--- config.mk ---
export PLATFORM = sky130hd
export DESIGN_NAME = inst_loader_flat
export DESIGN_NICKNAME = d
export VERILOG_FILES = /design/src/rtl/inst_loader_if.sv /design/src/rtl/inst_loader.sv /design/src/flat_wrapper.sv
export SDC_FILE = /design/constraint.sdc
export NUM_CORES = 1
export LEC_CHECK = 0
export CAP_MARGIN = 10
export CORE_ASPECT_RATIO = 0.5
export CORE_MARGIN = 4
export CORE_UTILIZATION = 45
export DETAILED_ROUTE_END_ITERATION = 8
export MAX_ROUTING_LAYER = met4
export PLACE_DENSITY = 0.87
export SLEW_MARGIN = 20
export SYNTH_ARGS = -nofsm -noshare
export SYNTH_HDL_FRONTEND = slang
export SYNTH_SLANG_ARGS = --single-unit
--- constraint.sdc ---
create_clock -name clk -period 2.2 [get_ports clk]
set_input_delay 0.22 -clock clk [delete_from_list [all_inputs] [get_ports clk]]
set_output_delay 0.22 -clock clk [all_outputs]
set_load 0.05 [all_outputs]
--- src/rtl/inst_loader_if.sv ---
// Host-side bundle of the instruction loader: symbolic instruction handshake,
// session control, instruction-memory write port and session status.
interface inst_loader_if #(
  parameter int unsigned ADDR_W = 10
) ();
  logic              start;
  logic              finish;
  logic              in_valid;
  logic              in_ready;
  logic [3:0]        op;
  logic [4:0]        rd;
  logic [4:0]        rs1;
  logic [4:0]        rs2;
  logic [31:0]       imm;
  logic              imem_we;
  logic [ADDR_W-1:0] imem_addr;
  logic [31:0]       imem_wdata;
  logic [ADDR_W:0]   count;
  logic              done;
  logic              err;

  // Host / boot controller side
  modport master (
    output start, finish, in_valid, op, rd, rs1, rs2, imm,
    input  in_ready, imem_we, imem_addr, imem_wdata, count, done, err
  );

  // Loader side
  modport slave (
    input  start, finish, in_valid, op, rd, rs1, rs2, imm,
    output in_ready, imem_we, imem_addr, imem_wdata, count, done, err
  );
endinterface

--- src/rtl/inst_loader.sv ---
// Sequential RV32I encoder and program loader. Accepts symbolic instructions,
// encodes them into RV32I words and writes them to consecutive word addresses
// of instruction memory, one registered write strobe per accepted word.
module inst_loader #(
  parameter int unsigned ADDR_W = 10,
  parameter int unsigned DEPTH  = 2**ADDR_W
) (
  input logic         clk,
  input logic         rst,
  inst_loader_if.slave bus
);

  localparam logic [1:0] S_IDLE = 2'd0;
  localparam logic [1:0] S_LOAD = 2'd1;
  localparam logic [1:0] S_DONE = 2'd2;

  localparam logic [ADDR_W:0] DEPTH_C = DEPTH[ADDR_W:0];

  localparam logic [6:0] OPC_R    = 7'b0110011;
  localparam logic [6:0] OPC_OPIM = 7'b0010011;
  localparam logic [6:0] OPC_LOAD = 7'b0000011;
  localparam logic [6:0] OPC_STOR = 7'b0100011;
  localparam logic [6:0] OPC_BRCH = 7'b1100011;
  localparam logic [6:0] OPC_JAL  = 7'b1101111;
  localparam logic [6:0] OPC_JALR = 7'b1100111;

  logic [1:0]        state_q, state_d;
  logic [ADDR_W:0]   count_q, count_d;
  logic              err_q, err_d;
  logic              we_q;
  logic [ADDR_W-1:0] addr_q;
  logic [31:0]       wdata_q;

  logic [31:0] imm;
  logic [31:0] enc;
  logic        legal;
  logic        i_ok, b_ok, j_ok;
  logic        ready;
  logic        accept;
  logic        wr;

  assign imm = bus.imm;

  // Signed immediate range checks; branch and jump offsets must also be even
  assign i_ok = ($signed(imm) >= -32'sd2048) && ($signed(imm) <= 32'sd2047);
  assign b_ok = ($signed(imm) >= -32'sd4096) && ($signed(imm) <= 32'sd4094) && !imm[0];
  assign j_ok = ($signed(imm) >= -32'sd1048576) && ($signed(imm) <= 32'sd1048574) && !imm[0];

  assign ready  = (state_q == S_LOAD) && (count_q < DEPTH_C) && !bus.finish;
  assign accept = bus.in_valid && ready;
  assign wr     = accept && legal;

  // Encode the symbolic instruction and flag illegal ops or out-of-range immediates
  always_comb begin
    enc   = '0;
    legal = 1'b0;
    case (bus.op)
      4'd0: begin enc = {7'b0000000, bus.rs2, bus.rs1, 3'b000, bus.rd, OPC_R}; legal = 1'b1; end
      4'd1: begin enc = {7'b0100000, bus.rs2, bus.rs1, 3'b000, bus.rd, OPC_R}; legal = 1'b1; end
      4'd2: begin enc = {7'b0000000, bus.rs2, bus.rs1, 3'b100, bus.rd, OPC_R}; legal = 1'b1; end
      4'd3: begin enc = {7'b0000000, bus.rs2, bus.rs1, 3'b101, bus.rd, OPC_R}; legal = 1'b1; end
      4'd4: begin enc = {7'b0000000, bus.rs2, bus.rs1, 3'b110, bus.rd, OPC_R}; legal = 1'b1; end
      4'd5: begin enc = {7'b0000000, bus.rs2, bus.rs1, 3'b111, bus.rd, OPC_R}; legal = 1'b1; end
      4'd6: begin enc = {imm[11:0], bus.rs1, 3'b000, bus.rd, OPC_OPIM}; legal = i_ok; end
      4'd7: begin enc = {imm[11:0], bus.rs1, 3'b010, bus.rd, OPC_LOAD}; legal = i_ok; end
      4'd8: begin enc = {imm[11:5], bus.rs2, bus.rs1, 3'b010, imm[4:0], OPC_STOR}; legal = i_ok; end
      4'd9: begin
        enc   = {imm[12], imm[10:5], bus.rs2, bus.rs1, 3'b000, imm[4:1], imm[11], OPC_BRCH};
        legal = b_ok;
      end
      4'd10: begin
        enc   = {imm[20], imm[10:1], imm[11], imm[19:12], bus.rd, OPC_JAL};
        legal = j_ok;
      end
      4'd11: begin enc = {imm[11:0], bus.rs1, 3'b000, bus.rd, OPC_JALR}; legal = i_ok; end
      default: begin enc = '0; legal = 1'b0; end
    endcase
  end

  // Session FSM: start opens a session from address 0, finish or a full memory closes it
  always_comb begin
    state_d = state_q;
    count_d = count_q;
    err_d   = err_q;
    case (state_q)
      S_IDLE, S_DONE: begin
        if (bus.start) begin
          state_d = S_LOAD;
          count_d = '0;
          err_d   = 1'b0;
        end
      end
      S_LOAD: begin
        if (bus.finish) begin
          state_d = S_DONE;
        end else if (accept) begin
          if (legal) begin
            count_d = count_q + 1'b1;
            if (count_q == DEPTH_C - 1'b1) state_d = S_DONE;
          end else begin
            err_d = 1'b1;
          end
        end
      end
      default: state_d = S_IDLE;
    endcase
  end

  // State registers and the registered write port; reset also suppresses a same-edge write
  always_ff @(posedge clk) begin
    if (!rst) begin
      state_q <= S_IDLE;
      count_q <= '0;
      err_q   <= 1'b0;
      we_q    <= 1'b0;
      addr_q  <= '0;
      wdata_q <= '0;
    end else begin
      state_q <= state_d;
      count_q <= count_d;
      err_q   <= err_d;
      we_q    <= wr;
      if (wr) begin
        addr_q  <= count_q[ADDR_W-1:0];
        wdata_q <= enc;
      end
    end
  end

  assign bus.in_ready   = ready;
  assign bus.imem_we    = we_q;
  assign bus.imem_addr  = addr_q;
  assign bus.imem_wdata = wdata_q;
  assign bus.count      = count_q;
  assign bus.done       = (state_q == S_DONE);
  assign bus.err        = err_q;

endmodule

--- src/flat_wrapper.sv ---
// flat-port wrapper written by rule: the top's interface ports become plain ports
module inst_loader_flat 
#(
  parameter int unsigned ADDR_W = 10,
  parameter int unsigned DEPTH  = 2**ADDR_W
)
  (clk, rst, bus_start, bus_finish, bus_in_valid, bus_op, bus_rd, bus_rs1, bus_rs2, bus_imm, bus_in_ready, bus_imem_we, bus_imem_addr, bus_imem_wdata, bus_count, bus_done, bus_err);
  inst_loader_if #(.ADDR_W(ADDR_W)) bus_i ();
  input logic clk;
  input logic rst;
  input wire logic [$bits(bus_i.start)-1:0] bus_start;
  input wire logic [$bits(bus_i.finish)-1:0] bus_finish;
  input wire logic [$bits(bus_i.in_valid)-1:0] bus_in_valid;
  input wire logic [$bits(bus_i.op)-1:0] bus_op;
  input wire logic [$bits(bus_i.rd)-1:0] bus_rd;
  input wire logic [$bits(bus_i.rs1)-1:0] bus_rs1;
  input wire logic [$bits(bus_i.rs2)-1:0] bus_rs2;
  input wire logic [$bits(bus_i.imm)-1:0] bus_imm;
  output wire logic [$bits(bus_i.in_ready)-1:0] bus_in_ready;
  output wire logic [$bits(bus_i.imem_we)-1:0] bus_imem_we;
  output wire logic [$bits(bus_i.imem_addr)-1:0] bus_imem_addr;
  output wire logic [$bits(bus_i.imem_wdata)-1:0] bus_imem_wdata;
  output wire logic [$bits(bus_i.count)-1:0] bus_count;
  output wire logic [$bits(bus_i.done)-1:0] bus_done;
  output wire logic [$bits(bus_i.err)-1:0] bus_err;
  assign bus_i.start = bus_start;
  assign bus_i.finish = bus_finish;
  assign bus_i.in_valid = bus_in_valid;
  assign bus_i.op = bus_op;
  assign bus_i.rd = bus_rd;
  assign bus_i.rs1 = bus_rs1;
  assign bus_i.rs2 = bus_rs2;
  assign bus_i.imm = bus_imm;
  assign bus_in_ready = bus_i.in_ready;
  assign bus_imem_we = bus_i.imem_we;
  assign bus_imem_addr = bus_i.imem_addr;
  assign bus_imem_wdata = bus_i.imem_wdata;
  assign bus_count = bus_i.count;
  assign bus_done = bus_i.done;
  assign bus_err = bus_i.err;
  inst_loader #(.ADDR_W(ADDR_W), .DEPTH(DEPTH)) u_core (.clk(clk), .rst(rst), .bus(bus_i));
endmodule
==> metrics.yaml, run 1 <==
drt:
  drt-initial-drc-count: 279
  firstDrtPassIters: 5
  drt-total-wl_microns: 10400
  ant_nets: 0
  vias_per_cell: 5.85
  drc: 0
  wl_per_cell_microns: 17.4
  vias: 3502
sta:
  slew_violations: 0
  final.setup.tns_ns: 0
  max_clock_freq_ghz: 0.461
  worst_pin_slew_ns: 0.536
  finalHoldViolCount: 0
  finalSetupViolations: 0
  fin_crit_ns: 2.17
  min_period_over_period_pct: 98.6
  finalClockSkew_ns: 0.00353
  relSlewSlack_pct: 64.2
cts:
  worstSkewPairLatency_ns: 0.30
  clockRootBuffer: "clkbuf_16"
  cts_made_buffers: 5
  clock_path_buffers: 2
  clk_pin_slew_ns: 0.07
  cts_sinks: 56
  cts_tree: "built"
  htree_num_levels: 2
  cts_hold_buf: 0
synthesis:
  synth_top_area_cell: "dfxtp_1"
  synth.net_count: 435
  yosysMostFrequentCell: "dfxtp_1"
  ys_top_cells_by_count: "56 x dfxtp_1, 54 x a21oi_1, 32 x nand3_1, 28 x nor2_1, 21 x nor3_1"
  ys_seq_area_share_pct: 36.5
  synth.distinct_cells: 51
  ys_seq_elements: 56
  synth-edff-count: 0
  syn-mean-instance-area_sq_um: 8.12
  synth_area_leaders: "dfxtp_1 37%, a21oi_1 8.8%, a211oi_2 5.7%"
  syn_area_sq_mm: 0.00307
  yosysWarnings: 0
  synth_top_area_share_pct: 36.5
  dominantRegCellSynth: "dfxtp_1"
  synthArstFlopShare_pct: 0
  netlist_instances: 378
floorplanning:
  core_area_sq_mm: 0.00633
  rows: 20
  initial_utilization_pct: 48.5
  num_io_pins: 113
  die_x_microns: 125
  dieArea_sq_mm: 0.00828
  die_h_microns: 66.4
critical_path:
  cp-start-kind: "input pin"
  crit_family: "buffers and inverters"
  path_buf_inv: 4
  path_cells: "clkdlybuf4s50_1, buf_4, nand2b_1, o31ai_1, and3_2, o31a_1, buf_12, buf_4, nor3_1, o21a_1"
  cp_common_cell: "buf_4"
  end_kind: "flop"
  arrival_ns: 2.42
  slowest_stage: "clkdlybuf4s50_1"
  worst_path_largest_cell_delay_ns: 0.51
  worstSetupPathType: "in -> reg"
  path_max_fanout: 9
  crit_required_ns: 2.45
pwr:
  ir_drop_v: 0.000259
  total_power_mw: 2.38
  power_density_mw_per_mm2: 501
  p_leak_nw: 1.68
global_route:
  grt_pass1_wl_microns: 16800
  grt_max_degree: 42
  antenna_found_initial: 0
  grt_pass1_vias: 3445
  groute.usage.overall_pct: 25.5
  grt-ovfl-total: 0
layout:
  drive_gt1_share_pct: 17.4
  layout.nets: 567
  syn_to_final_growth_pct: 55.1
  nFillCells: 460
  diodes: 0
flow_run:
  drv_cap: 0
placement:
  dp_hpwl_microns: 7450
  port_buffers: 112
  routabilityCongestion: 0.929
worst_hold_path:
  hold_class: "reg -> reg"
outcome:
  status: "complete, no violations"
-- through the flow --
stage                     hold slack, ns  util [%]  std cells  cell area [sq um]  setup slack (ns)
after detailed placement           0.459      71.7        590               4540            -0.264
after global placement             0.451      71.7        590               4540            -0.167
after global routing               0.486      75.2        599               4760            -0.106
after floorplan                    0.338         -        378               3090            0.0284
after CTS                          0.469      74.4        598               4710            0.0145
final                              0.468      75.2        599               4760            0.0305
-- final cells by class --
| class | instances | area [sq um] | share of cell area, % |
|---|---|---|---|
| Clock buffer | 6 | 129 | 2.71 |
| Clock inverter | 2 | 38.8 | 0.815 |
| Inverter | 6 | 22.5 | 0.473 |
| Multi-Input combinational cell | 282 | 1800 | 37.8 |
| Sequential cell | 56 | 1120 | 23.6 |
| Tap cell | 88 | 110 | 2.31 |
| Timing Repair Buffer | 159 | 1540 | 32.3 |
-- sequential cells by signal (all words and copies together), names as in the netlist --
register and cells:
u_core.state_q 2, u_core.bus.count 11, u_core.bus.imem_we 1, u_core.bus.imem_addr 10
u_core.bus.err 1, u_core.bus.imem_wdata 31
-- where the power goes --
part / internal [mW] / leakage, nW / switching (mW) / total, mW
logic: 0.201 / 1.14 / 0.218 / 0.418
clock network: 0.543 / 0.0815 / 0.392 / 0.935
registers: 1.02 / 0.452 / 0.00613 / 1.03
-- cells in the final DEF, fill, tap and decap left out, drive strengths merged, types with 3 or more instances in the layout --
| cell type | n |
|---|---|
| clkdlybuf4s50 | 110 |
| dfxtp | 56 |
| a21oi | 54 |
| buf | 48 |
| nand3 | 32 |
| nor2 | 28 |
| o21ai | 23 |
| nor3 | 23 |
| a211oi | 14 |
| a22oi | 13 |
| nand2 | 13 |
| nand2b | 13 |
| mux2i | 9 |
| nand4 | 7 |
| o211ai | 7 |
| o22ai | 6 |
| and3 | 6 |
| clkbuf | 6 |
| inv | 6 |
| nor4 | 5 |
| o21bai | 4 |
| nor2b | 3 |
| a31oi | 3 |
-- logic make-up (layout without fill, tap and decap cells) --
logic type               after synthesis  in the layout  synth area share [%]
flip-flops                            56             56                  36.5
AO/OA/AOI/OAI                        136            136                  30.0
buffers and inverters                 40            173                  6.44
adder cells (fa/ha/maj)                1              1                 0.408
multiplexers                          10             10                  3.30
XOR/XNOR                               1              1                 0.286
AND/OR/NAND/NOR                      134            134                  23.0
-- repair_timing --
| item | CTS | global route |
|---|---|---|
| resized for setup | 0 | 8 |
| setup endpoints to repair | 0 | 35 |
| hold endpoints to repair | 0 | 0 |
| buffers inserted | 0 | 1 |
-- worst reg2reg max path, delay by kind of cell (launching register included) --
family,cells,cell delay [ns]
mux,1,0.20
simple gates,3,0.62
flops,1,0.32
compound gates,2,0.44
buf+inv,1,0.23
-- metal layers --
layer | vias to the layer above | wire [microns] | global-route usage (%) | part of all wire [%]
met5 | - | 0 | - | 0
met4 | 0 | 240 | 7.79 | 2.3
met3 | 30 | 742 | 5.40 | 7.1
met2 | 144 | 5060 | 43.1 | 48
met1 | 1657 | 4400 | 31.1 | 42
li1 | 1671 | - | - | -
-- path summary, 6_finish.rpt --
check / startpoint / cells past startpoint / slack, ns / endpoint
max: bus_op[1] / 10 / 0.03 / u_core.bus.count[0]$_SDFFE_PN0P_
min: u_core.bus.imem_wdata[27]$_SDFFE_PN0P_ / 2 / 0.47 / u_core.bus.imem_wdata[27]$_SDFFE_PN0P_
max reg2reg: u_core.state_q[1]$_SDFFE_PN0P_ / 7 / 0.32 / u_core.bus.count[8]$_SDFFE_PN0P_
min reg2reg: u_core.bus.imem_wdata[27]$_SDFFE_PN0P_ / 2 / 0.47 / u_core.bus.imem_wdata[27]$_SDFFE_PN0P_
(Power assumes the default switching activity.)
==> inputs of run 2 (changes only) <==
CORE_ASPECT_RATIO = 0.75   (was 0.5)
CORE_UTILIZATION = 40   (was 45)
GPL_ROUTABILITY_DRIVEN = 0   (was default)
PLACE_DENSITY = 0.82   (was 0.87)
clock period = 1.8 ns   (was 2.2 ns; I/O delays follow)
==> metrics.yaml, run 2 (synthesis gave the netlist of run 1 again) <==
placement:
  port_buffers: 112  # unchanged
  dp_hpwl_microns: 8090  # +8.6%
  dpl_cell_area_sq_mm: 0.00474  # +4.3%
cts:
  htree_num_levels: 2  # unchanged
  clk_pin_slew_ns: 0.11  # +0.04 ns
  clockRootBuffer: "clkbuf_8"
  cts_made_buffers: 5  # unchanged
  worstSkewPairLatency_ns: 0.32  # +0.02 ns
  cts_sinks: 56  # unchanged
  cts_tree: "built"
  clock_path_buffers: 2  # unchanged
global_route:
  met1_usage_pct: 33.0  # +2.0 points
  grt-ovfl-total: 0  # unchanged
  antenna_found_initial: 0  # unchanged
  gr-usage-met2_pct: 41.4  # -1.7 points
  grt_pass1_vias: 3823  # +11%
  grt_max_degree: 37  # -12%
  groute.usage.overall_pct: 26.6  # +1.1 points
  use_met3_pct: 6.73  # +1.3 points
  grt.busiest_layer: "met2"
  grt_pass1_wl_microns: 18900  # +12%
drt:
  drt-total-wl_microns: 12800  # +23%
  vias_per_cell: 6.03  # +3.2%
  firstDrtPassIters: 7  # +2
  drt-initial-drc-count: 451  # +62%
  vias: 3874  # +11%
  drc: 0  # unchanged
  wl_per_cell_microns: 19.9  # +14%
  ant_nets: 0  # unchanged
sta:
  rsz0062_at_grt: "true"
  finalHoldViolCount: 0  # unchanged
  worst_pin_slew_ns: 0.541  # +0.00580 ns
  finalSetupViolations: 0  # unchanged
  max_clock_freq_ghz: 0.561
  relSlewSlack_pct: 63.8  # -0.39 points
  slew_violations: 0  # unchanged
  fin_crit_ns: 1.78
  min_period_over_period_pct: 99.1
  finalClockSkew_ns: 0.0113  # +0.00776 ns
critical_path:
  worst_path_largest_cell_delay_ns: 0.84  # +0.33 ns
  worstSetupPathType: "reg -> out"
  slowest_stage: "clkdlybuf4s50_1"
  path_max_fanout: 5  # -4
  arrival_ns: 1.60  # -0.82 ns
  crit_family: "buffers and inverters"
  path_cells: "clkdlybuf4s50_1"
  end_kind: "output pin"
  crit_required_ns: 1.62  # -0.83 ns
  cp-start-kind: "flop"
  path_buf_inv: 1  # -3
layout:
  layout.nets: 596  # +5.1%
  drive_gt1_share_pct: 33.1  # +16 points
  utilization_pct: 70.8  # -4.3 points
  nFillCells: 503  # +9.3%
  final_cell_mix: "74 x clkdlybuf4s50_1, 60 x buf_4, 54 x dfxtp_1"
  final_cell_area_sq_mm: 0.00524  # +10%
  layout_commonest_cell: "clkdlybuf4s50_1"
  largest_register_ffs: 31  # unchanged
  syn_to_final_growth_pct: 70.8
worst_hold_path:
  hold_class: "in -> reg"
floorplanning:
  die_h_microns: 83.8  # +26%
  die_x_microns: 109  # -13%
  initial_utilization_pct: 41.5  # -7.0 points
  core_area_sq_mm: 0.00740  # +17%
  num_io_pins: 113  # unchanged
  dieArea_sq_mm: 0.00915  # +10%
  rows: 27  # +35%
outcome:
  status: "complete, no violations"
flow_run:
  drv_cap: 0  # unchanged
pwr:
  power_density_mw_per_mm2: 493  # -1.6%
  total_power_mw: 2.58  # +8.4%
  p_leak_nw: 2.00  # +20%
  ir_drop_v: 0.000363  # +40%
-- run 2: cell types whose count changed in the layout (fill, tap and decap cells not counted), moves of 10 or more --
| cell | delta |
|---|---|
| clkdlybuf4s50_1 | -36 |
| buf_4 | +17 |
| nand3_1 | -15 |
| nand3_2 | +14 |
| a21oi_1 | -11 |
| clkbuf_2 | +11 |
| buf_6 | +10 |
-- run 2: layout make-up --
class,instances,area (sq um),share of cell area (%)
timing repair buffer,188,1830,34.9
inverter,6,22.5,0.430
tap,101,126,2.41
sequential,56,1130,21.5
antenna,1,2.50,0.0477
clock inverter,1,7.51,0.143
multi-input combinational,282,2040,38.9
clock buffer,7,86.3,1.65
-- run 2: per-layer routing --
layer  share of wire (%)  wire (microns)  up-vias
li1                    -               -     1725
met1                  39            5010     1820
met2                  47            6010      272
met3                 9.8            1250       57
met4                 4.0             517        0
met5                   0               0        -
-- run 2: stage by stage --
stage / instances / setup WS (ns) / hold WS [ns] / TNS, ns
after floorplan: 378 / -0.269 / 0.298 / -9.65
after global placement: 613 / -0.524 / 0.453 / -26.53
after detailed placement: 613 / -0.680 / 0.456 / -31.47
after CTS: 634 / 0.00175 / 0.345 / 0
after global routing: 641 / -0.0335 / 0.393 / -0.111
final: 642 / 0.0161 / 0.321 / 0
-- run 2: worst reg2reg max path, delay by kind of cell (launching register included) --
| kind | cells | cell delay [ns] |
|---|---|---|
| AO/OA/AOI/OAI | 2 | 0.26 |
| buffers and inverters | 3 | 0.42 |
| flip-flops | 1 | 0.33 |
| multiplexers | 1 | 0.19 |
| AND/OR/NAND/NOR | 3 | 0.49 |
-- run 2: timing repair --
item                                    4_1_cts  5_1_grt
endpoints found under the setup margin       56       59
setup buffers                                 9        6
gates resized for setup                      89       46
pin swaps                                    22       18
gates cloned                                  4        1
hold buffers                                  0        0
-- run 2: worst paths after layout --
path                                                              from                                      to  slack [ns]  cells past startpoint
worst max register to register          u_core.state_q[1]$_SDFFE_PN0P_        u_core.bus.count[3]$_SDFFE_PN0P_        0.07                      9
worst min-delay path                                         bus_op[0]   u_core.bus.imem_wdata[6]$_SDFFE_PN0P_        0.32                      5
worst max-delay path                  u_core.bus.count[4]$_SDFFE_PN0P_                            bus_count[4]        0.02                      1
worst min register to register  u_core.bus.imem_wdata[28]$_SDFFE_PN0P_  u_core.bus.imem_wdata[28]$_SDFFE_PN0P_        0.46                      2
-- run 2: where the power goes --
part / total, mW / switching [mW] / internal, mW
Sequential: 1.26 / 0.00942 / 1.25
Combinational: 0.567 / 0.305 / 0.262
Clock: 0.756 / 0.441 / 0.315
==> inputs of run 3 (changes only) <==
CORE_UTILIZATION = 45   (was 40)
MAX_ROUTING_LAYER = default   (was met4)
PLACE_DENSITY = 0.87   (was 0.82)
clock period = 1.85 ns   (was 1.8 ns; I/O delays follow)
==> metrics.yaml, run 3 (synthesis gave the netlist of run 1 again) <==
sta:
  fin_crit_ns: 1.85
  finalSetupViolations: 0  # unchanged
  worst_pin_slew_ns: 0.865  # +0.324 ns
  min_period_over_period_pct: 99.9
  finalHoldViolCount: 0  # unchanged
  slew_violations: 0  # unchanged
  finalClockSkew_ns: 0.00467  # -0.00662 ns
  relSlewSlack_pct: 42.3  # -22 points
  max_clock_freq_ghz: 0.541
critical_path:
  cp_common_cell: "buf_4"
  worstSetupPathType: "in -> reg"
  cp-start-kind: "input pin"
  arrival_ns: 2.06  # +0.46 ns
  slowest_stage: "o31a_1"
  crit_required_ns: 2.06  # +0.44 ns
  end_kind: "flop"
  path_max_fanout: 5  # unchanged
  worst_path_largest_cell_delay_ns: 0.35  # -0.49 ns
  path_cells: "dlygate4sd2_1, nand2b_4, nor2_1, and3_1, buf_4, o31a_1, buf_6, buf_16, buf_4, o21ai_2, a21oi_1"
floorplanning:
  core_area_sq_mm: 0.00644  # -13%
  dieArea_sq_mm: 0.00822  # -10%
  rows: 25  # -7.4%
  initial_utilization_pct: 47.6  # +6.1 points
  num_io_pins: 113  # unchanged
  die_x_microns: 103  # -5.3%
  die_h_microns: 79.5  # -5.2%
drt:
  drc: 0  # unchanged
  wl_per_cell_microns: 21.2  # +6.4%
  drt-total-wl_microns: 13200  # +3.2%
  firstDrtPassIters: 6  # -1
  drt-initial-drc-count: 471  # +4.4%
  vias_per_cell: 6.39  # +5.9%
  ant_nets: 0  # unchanged
  vias: 3980  # +2.7%
global_route:
  antenna_found_initial: 0  # unchanged
  grt_pass1_vias: 3953  # +3.4%
  grt_pass1_wl_microns: 20300  # +7.3%
  grt-ovfl-total: 0  # unchanged
  groute.usage.overall_pct: 31.7  # +5.1 points
  grt_max_degree: 36  # -2.7%
layout:
  layout.nets: 598  # +0.34%
  nFillCells: 372  # -26%
  largest_register_ffs: 31  # unchanged
  layout_commonest_cell: "clkdlybuf4s50_1"
  final_cell_mix: "83 x clkdlybuf4s50_1, 65 x buf_4, 52 x dfxtp_1"
  syn_to_final_growth_pct: 69.9
  drive_gt1_share_pct: 31.9  # -1.2 points
  utilization_pct: 80.9  # +10 points
  diodes: 0  # -1
cts:
  worstSkewPairLatency_ns: 0.31  # about the same
  htree_num_levels: 2  # unchanged
  clk_pin_slew_ns: 0.10  # about the same
  cts_tree: "built"
  cts_made_buffers: 5  # unchanged
  clock_path_buffers: 2  # unchanged
  clockRootBuffer: "clkbuf_8"
  cts_sinks: 56  # unchanged
placement:
  port_buffers: 112  # unchanged
  dp_hpwl_microns: 8290  # +2.5%
pwr:
  power_density_mw_per_mm2: 475  # -3.7%
  total_power_mw: 2.47  # -4.2%
  ir_drop_v: 0.000422  # +16%
  p_leak_nw: 1.89  # -5.6%
outcome:
  status: "complete, no violations"
worst_hold_path:
  hold_class: "in -> reg"
flow_run:
  drv_cap: 0  # unchanged
==> run 3: per-layer routing <==
metal  track usage, %  vias up  part of all wire, %
li1                 -     1730                    -
met4             11.3        0                  4.5
met2             53.3      301                   48
met5                0        -                    0
met3             8.12       75                   11
met1             38.8     1874                   37
==> run 3: layout make-up <==
cell class              instances  area (sq um)  area share [%]
clock inverters                 1          8.76           0.168
clock buffers                   7          76.3            1.46
repair buffers                190          1830            35.2
multi-input cells             282          2040            39.2
inverters                       6          22.5           0.432
flip-flops and latches         56          1130            21.6
well taps                      81           101            1.94
==> run 3: timing repair <==
action | in CTS | in global routing
resized for setup | 61 | 33
hold buffers | 0 | 0
pin swaps | 19 | 20
cloned | 3 | 0
setup endpoints to repair | 55 | 56
buffers inserted | 13 | 1
==> run 3: worst paths after layout <==
kind / start / to / slack, ns / cells past startpoint
worst max-delay path: bus_op[2] / u_core.bus.imem_wdata[6]$_SDFFE_PN0P_ / 0.001 / 11
worst min-delay path: bus_op[0] / u_core.bus.imem_wdata[4]$_SDFFE_PN0P_ / 0.34 / 4
worst max register to register: u_core.state_q[1]$_SDFFE_PN0P_ / u_core.bus.imem_wdata[6]$_SDFFE_PN0P_ / 0.11 / 9
worst min register to register: u_core.bus.imem_addr[5]$_SDFFE_PN0P_ / u_core.bus.imem_addr[5]$_SDFFE_PN0P_ / 0.47 / 2
==> run 3: report_power, final <==
| group | switching (mW) | internal [mW] | leakage, nW |
|---|---|---|---|
| logic | 0.299 | 0.258 | 1.39 |
| registers | 0.0103 | 1.22 | 0.454 |
| clock network | 0.418 | 0.272 | 0.0424 |
| total | 0.727 | 1.75 | 1.89 |
==> run 3: per-stage QoR <==
| stage | hold WS (ns) | cells | setup slack [ns] | setup TNS, ns | instance area [sq um] |
|---|---|---|---|---|---|
| global placement | 0.452 | 598 | -0.539 | -25.63 | 4800 |
| finish | 0.339 | 623 | 0.00108 | 0 | 5210 |
| floorplan | 0.303 | 378 | -0.219 | -6.94 | 3230 |
| global route | 0.387 | 623 | -0.0587 | -0.769 | 5210 |
| CTS | 0.462 | 622 | 0.0444 | 0 | 5180 |
| detailed placement | 0.454 | 598 | -0.609 | -29.58 | 4800 |
==> run 3: worst max-delay path, delay by kind of cell <==
kind | cells | cell delay [ns]
buffers and inverters | 5 | 0.88
AO/OA/AOI/OAI | 3 | 0.59
AND/OR/NAND/NOR | 3 | 0.39
